<file path="config.mk">
export PLATFORM = sky130hd
export DESIGN_NAME = internal_framebuffer_stream_reader
export DESIGN_NICKNAME = d
export VERILOG_FILES = /design/src/rtl/internal_framebuffer_stream_reader.sv
export SDC_FILE = /design/constraint.sdc
export NUM_CORES = 1
export LEC_CHECK = 0
export ABC_CLOCK_PERIOD_IN_PS = 7300
export CORE_MARGIN = 1.5
export CORE_UTILIZATION = 45
export DETAILED_ROUTE_END_ITERATION = 8
export PLACE_DENSITY = 0.82
export SYNTH_ARGS = -nofsm -noshare
export SYNTH_HDL_FRONTEND = slang
export SYNTH_SLANG_ARGS = --single-unit
</file>
<file path="constraint.sdc">
create_clock -name clk -period 7.3 [get_ports clk]
set_input_delay 2.19 -clock clk [delete_from_list [all_inputs] [get_ports clk]]
set_output_delay 2.19 -clock clk [all_outputs]
set_load 0.005 [all_outputs]
</file>
<file path="src/rtl/internal_framebuffer_stream_reader.sv">
// Framebuffer read port: ar stream -> synchronous line RAM -> lane extract -> FWFT FIFO -> r stream.
// Credits are reserved at address accept, so returning RAM data always has a FIFO slot.
module internal_framebuffer_stream_reader #(
    parameter int unsigned NUMBER_OF_PIXELS_PER_BEAT    = 1,
    parameter int unsigned NUMBER_OF_SUB_PIXELS         = 4,
    parameter int unsigned SUB_PIXEL_WIDTH              = 8,
    parameter int unsigned FRAMEBUFFER_SIZE_IN_PIXEL_LG = 18,
    parameter int unsigned MEM_READ_LATENCY             = 1,
    parameter int unsigned FIFO_DEPTH                   = 4,
    localparam int unsigned ADDR_WIDTH     = FRAMEBUFFER_SIZE_IN_PIXEL_LG,
    localparam int unsigned PIXEL_WIDTH    = NUMBER_OF_SUB_PIXELS * SUB_PIXEL_WIDTH,
    localparam int unsigned MEM_WIDTH      = PIXEL_WIDTH * NUMBER_OF_PIXELS_PER_BEAT,
    localparam int unsigned LANE_LG        = $clog2(NUMBER_OF_PIXELS_PER_BEAT),
    localparam int unsigned MEM_ADDR_WIDTH = ADDR_WIDTH - LANE_LG
) (
    input  logic                      clk,
    input  logic                      reset,
    input  logic                      arvalid,
    output logic                      arready,
    input  logic                      arlast,
    input  logic [ADDR_WIDTH-1:0]     araddr,
    output logic                      rvalid,
    input  logic                      rready,
    output logic                      rlast,
    output logic [PIXEL_WIDTH-1:0]    rdata,
    input  logic [MEM_WIDTH-1:0]      readDataPort,
    output logic [MEM_ADDR_WIDTH-1:0] readAddrPort,
    output logic                      readEnablePort
);

    localparam int unsigned LANE_W  = (LANE_LG == 0) ? 1 : LANE_LG;
    localparam int unsigned FIFO_LG = $clog2(FIFO_DEPTH);
    localparam int unsigned CNT_W   = FIFO_LG + 1;
    localparam int unsigned LAT     = MEM_READ_LATENCY;

    logic [CNT_W-1:0]       pending_q, pending_d;
    logic [CNT_W-1:0]       wr_ptr_q, wr_ptr_d;
    logic [CNT_W-1:0]       rd_ptr_q, rd_ptr_d;
    logic [LAT-1:0]         pipe_valid_q, pipe_valid_d;
    logic [LAT-1:0]         pipe_last_q, pipe_last_d;
    logic [LANE_W-1:0]      pipe_lane_q [LAT];
    logic [LANE_W-1:0]      pipe_lane_d [LAT];
    logic [PIXEL_WIDTH:0]   fifo_mem_q [FIFO_DEPTH];
    logic [PIXEL_WIDTH:0]   fifo_head;
    logic [PIXEL_WIDTH-1:0] push_pixel;
    logic [LANE_W-1:0]      ar_lane;
    logic                   accept;
    logic                   pop;
    logic                   push;
    logic                   fifo_empty;
    logic                   fifo_full;

    generate
        if (LANE_LG == 0) begin : g_single_lane
            assign ar_lane = '0;
        end else begin : g_multi_lane
            assign ar_lane = araddr[LANE_LG-1:0];
        end
    endgenerate

    // arready depends only on the credit register and reset, never on rready
    assign arready        = !reset && (pending_q < CNT_W'(FIFO_DEPTH));
    assign accept         = arvalid && arready;
    assign readEnablePort = accept;
    assign readAddrPort   = araddr[ADDR_WIDTH-1:LANE_LG];

    assign fifo_empty = (wr_ptr_q == rd_ptr_q);
    assign fifo_full  = ((wr_ptr_q - rd_ptr_q) == CNT_W'(FIFO_DEPTH));
    assign fifo_head  = fifo_mem_q[rd_ptr_q[FIFO_LG-1:0]];
    assign rvalid     = !fifo_empty;
    assign rdata      = rvalid ? fifo_head[PIXEL_WIDTH-1:0] : '0;
    assign rlast      = rvalid && fifo_head[PIXEL_WIDTH];
    assign pop        = rvalid && rready;
    assign push       = pipe_valid_q[LAT-1];

    always_comb begin
        pending_d = pending_q;
        case ({accept, pop})
            2'b10:   pending_d = pending_q + CNT_W'(1);
            2'b01:   pending_d = pending_q - CNT_W'(1);
            default: pending_d = pending_q;
        endcase

        wr_ptr_d = wr_ptr_q + CNT_W'(push);
        rd_ptr_d = rd_ptr_q + CNT_W'(pop);

        pipe_valid_d[0] = accept;
        pipe_last_d[0]  = arlast;
        pipe_lane_d[0]  = ar_lane;
        for (int unsigned i = 1; i < LAT; i++) begin
            pipe_valid_d[i] = pipe_valid_q[i-1];
            pipe_last_d[i]  = pipe_last_q[i-1];
            pipe_lane_d[i]  = pipe_lane_q[i-1];
        end

        push_pixel = '0;
        for (int unsigned i = 0; i < NUMBER_OF_PIXELS_PER_BEAT; i++) begin
            if (pipe_lane_q[LAT-1] == LANE_W'(i)) begin
                push_pixel = readDataPort[i*PIXEL_WIDTH +: PIXEL_WIDTH];
            end
        end
    end

    always_ff @(posedge clk) begin
        if (reset) begin
            pending_q    <= '0;
            wr_ptr_q     <= '0;
            rd_ptr_q     <= '0;
            pipe_valid_q <= '0;
        end else begin
            pending_q    <= pending_d;
            wr_ptr_q     <= wr_ptr_d;
            rd_ptr_q     <= rd_ptr_d;
            pipe_valid_q <= pipe_valid_d;
        end
    end

    always_ff @(posedge clk) begin
        pipe_last_q <= pipe_last_d;
        pipe_lane_q <= pipe_lane_d;
        if (push) begin
            fifo_mem_q[wr_ptr_q[FIFO_LG-1:0]] <= {pipe_last_q[LAT-1], push_pixel};
        end
    end

    fifo_overflow_chk: assert property (@(posedge clk) disable iff (reset) !(push && fifo_full));

endmodule

</file>
; Word-level counts from Yosys, hierarchy flattened
; Memories as Yosys holds them, arrays and structs flattened. A register that Yosys moved wholly into a read port is not among the register bits.
; Cells that the tools add are included.
[totals]
memories = 1
wordCells = 26
in_bits = 55
output_inout_bits = 54
regBits = 11
ramBits = 132
[classes]
n_addsub = 4
n_reduce_logical = 7
magnitude_cmp = 1
muxes = 5
n_eq_ne = 3
[memory_table]
columns = name, words, width, rd, rd_clocked_by_memory_dff, wr, line_no
row1 = fifo_mem_q, 4, 33, 1, 1, 1, 43  ; logic [PIXEL_WIDTH:0] fifo_mem_q [FIFO_DEPTH];
[ops]
columns = cell, count
row1 = 32-bit two-way mux, 1
row2 = 3-bit by 1-bit adder with 3-bit output, 2
row3 = 3-bit one-hot mux with 2 select lines, 1
row4 = 1-bit logical AND, 4
row5 = "3-bit by 1-bit adder with 3-bit output, second input constant", 1
row6 = 3-bit equality test, 1
row7 = "3-bit < comparator, second input constant", 1
row8 = "3-bit by 1-bit subtractor with 3-bit output, second input constant", 1
row9 = "2-bit by 1-bit equality test with 1-bit output, second input constant", 1
row10 = "2-bit equality test, second input constant", 1
row11 = 1-bit logical NOT, 2
row12 = 1-bit two-way mux, 2
row13 = 2-bit two-way mux, 1
row14 = 2-bit nonzero test, 1

; Depth between registers and ports, before layout
[depth]
word_depth = 5
mapped_depth = 10
mapped_depth_nobuf = 9

; Worst setup path before layout
; No wires, ideal clock.
[synth_timing]
path_kind = in2out
from = input port reset
to = output port readEnablePort
slack_ns = 2.406
path_buffers = 1
required_ns = 5.110
arrival_ns = 2.704
cell_stages = 4
cell_sequence = clkbuf_1 > nor2_1 > nand2_1 > inv_1
[synth_via]
elab_chain_cells = 3
[synth_lines]
columns = element, line_no
row1 = start: declaration, 17  ; input logic reset,
row2 = 1-bit logical NOT, 62  ; assign arready = !reset && (pending_q < CNT_W'(FIFO_DEPTH));
row3 = 1-bit logical AND, 62
row4 = net arready, 19  ; output logic arready,
row5 = 1-bit logical AND, 63  ; assign accept = arvalid && arready;
row6 = end: declaration, 28  ; output logic readEnablePort
; The timed path passes the listed nets, and every way through them passes these cells.

; Final worst setup path
[layout_timing]
from = input port reset
to = output port readEnablePort
[layout_via]
elab_chain_cells = 3
[layout_lines]
columns = element, line_no
row1 = 1-bit logical NOT, 62
row2 = 1-bit logical AND, 62
row3 = 1-bit logical AND, 63
; Every way passes these cells.

==> flow_summary.json <==
{
  "max_freq_mhz": 172,
  "path_max_fanout": 10,
  "ios": 109,
  "power_density_nw_per_um2": 306,
  "synth_area_leaders": "edfxtp_1 (68%), mux4_1 (14%), nor2b_1 (3.9%), dfxtp_1 (3.8%), buf_4 (2.6%)",
  "min_to": "fifo_mem_q[0][32]",
  "row_count": 41,
  "syn_to_final_growth_pct": 23.1,
  "core_um2": 12600,
  "grt_max_degree": 36,
  "clk_path_buf_depth": 2,
  "rr_startpoint": "rd_ptr_q[0]",
  "min_path_cells": 0,
  "synth_fp_nets": 341,
  "clkLatencyLatePin_ns": 0.41,
  "outcome": "completed",
  "ys_types": 26,
  "place_hpwl_um": 5360,
  "arrival_ns": 3.63,
  "antennaDiodeCount": 0,
  "min_path_type": "flip-flop to flip-flop",
  "finalHoldViolations": 0,
  "path_cells": "clkdlybuf4s50_1, nor2_1, nand2_1, inv_1, clkdlybuf4s50_1",
  "clock_skew_ns": 0.0113,
  "via_per_inst": 5.01,
  "syn_inst": 280,
  "drc": 0,
  "synth-seq-area-share_pct": 72.1,
  "ys_warn_count": 0,
  "r2r_slack_ns": 4.07,
  "grt_use_total_pct": 15.2,
  "cts_root_buf": "clkbuf_16",
  "drt_pass1_iterations": 4,
  "post-route-cell-area_um2": 7150,
  "setup_viol": 0,
  "finalCoreUtilization_pct": 56.7,
  "cp.required_ns": 5.11,
  "final_max_slew_viol_count": 0,
  "crit_type": "input port to output port",
  "r2r_end": "pending_q[2]",
  "die_h_um": 117,
  "hold_buffers": 0,
  "synth_top_area_share_pct": 68.3,
  "cts_resized": 0,
  "dp.cells": 496,
  "clkSinkCount": 143,
  "ys_seq_elements": 143,
  "portBuffers": 72,
  "routed_wl_um": 9350,
  "critPathTopFamily": "buffers and inverters",
  "max_stage_delay_ns": 0.58,
  "synth.avg_cell_area_um2": 20.7,
  "slowest_stage": "clkdlybuf4s50_1",
  "stdcell_count": 527,
  "final_common_cell": "edfxtp_1",
  "endpoint_kind": "output port",
  "finalSetupTns_ns": 0,
  "slew_headroom_pct": 26.7,
  "dpl-instance-area_um2": 6530,
  "cts_tree": "built",
  "die-area_um2": 13600,
  "max-cap-violations": 0,
  "gp_congestion": 0.627,
  "synthesis.area_um2": 5810,
  "drt_iter0_markers": 115,
  "vias": 2640,
  "grt_pass1_wl_um": 14800,
  "ir_drop_v": 0.000165,
  "rsz0062_at_grt": "no",
  "final_cell_mix": "edfxtp_1 (132), clkdlybuf4s50_1 (72), nor2b_1 (36)",
  "fin_nets": 404,
  "synth_top_cell_by_area": "edfxtp_1",
  "overflow": 0,
  "post_cts_buffers": 0,
  "period_share_pct": 79.7,
  "die-width_um": 117,
  "antenna_found_initial": 0,
  "r2r_cells": 9,
  "htree_levels": 4,
  "fin_crit_ns": 5.82,
  "hold_path.startpoint": "pipe_last_q",
  "drive_gt1_share_pct": 11.3,
  "worstMarginPinSlew_ns": 1.10,
  "start_util_pct": 46.0,
  "p_leak_nw": 2.38,
  "clk_pin_slew_ns": 0.06,
  "wl_per_cell_um": 17.7,
  "ant_nets": 0,
  "crit_buf_inv": 3,
  "cts_buffers": 17,
  "grt_pass1_vias": 2794,
  "path_common_cell": "clkdlybuf4s50_1",
  "startpoint_type": "input port"
}
cell usage after synthesis (all sizes together):
master / number
o21ai: 1
fa: 1
buf: 28
xnor2: 2
and3: 1
clkbuf: 2
inv: 6
ha: 5
nand2: 2
dfxtp: 11
xor2: 5
a21oi: 2
nor2: 7
nor2b: 38
edfxtp: 132
or3: 1
nor3b: 1
nor3: 1
mux4: 33
and3b: 1
routing by layer:
metal | global-route usage (%) | routed length [um] | vias to the layer above
li1 | - | - | 1228
met1 | 18.0 | 3920 | 1321
met2 | 25.4 | 4770 | 60
met3 | 5.76 | 457 | 31
met4 | 6.27 | 203 | 0
met5 | 0 | 0 | -
power by group:
part | switching [W] | internal, W | total [W]
clock | 0.000304 | 0.000599 | 0.000903
sequential | 0.0000368 | 0.000927 | 0.000964
combinational | 0.000116 | 0.000202 | 0.000318
total | 0.000457 | 0.00173 | 0.00218
per-stage QoR:
step           hold slack (ns)  total power (W)  worst slack (ns)
2_1_floorplan            0.438          0.00117              2.41
3_5_place_dp             0.471          0.00131              1.47
3_3_place_gp             0.445          0.00130              1.51
4_1_cts                  0.485          0.00221              1.47
6_report                 0.480          0.00218              1.48
5_1_grt                  0.510          0.00228              1.39
registers in the layout (all words and copies together) (netlist names):
name and cells:
pipe_valid_q 1, fifo_mem_q 132, pending_q 3, rd_ptr_q 3, pipe_last_q 1, wr_ptr_q 3
worst max path at each step:
| stage | startpoint | to | depth (start not counted) |
|---|---|---|---|
| global placement | reset | readEnablePort | 5 |
| finish | reset | readEnablePort | 5 |
| global route | reset | readEnablePort | 5 |
| detailed placement | reset | readEnablePort | 5 |
| CTS | reset | readEnablePort | 5 |
| floorplan | reset | readEnablePort | 4 |
logic make-up (layout without fill, tap and decap cells):
kind of cell / count (synthesis) / in the layout / synth area share, %
muxes: 33 / 33 / 14.8
AOI/OAI and AO/OA: 3 / 3 / 0.258
adders and majority gates: 6 / 6 / 1.42
DFF: 143 / 143 / 72.1
buffers and inverters: 36 / 111 / 4.70
xor gates and xnor gates: 7 / 7 / 1.06
and+or+nand+nor: 52 / 52 / 5.71
final cells by class:
type | instances | area, um^2
clock buffer | 18 | 429
clock inverter | 13 | 195
fill | 998 | 5470
inverter | 6 | 22.5
multi-input combinational | 101 | 1370
sequential | 143 | 4190
tap | 172 | 215
timing repair buffer | 74 | 736
No activity file was read; power rests on OpenSTA's default activity.
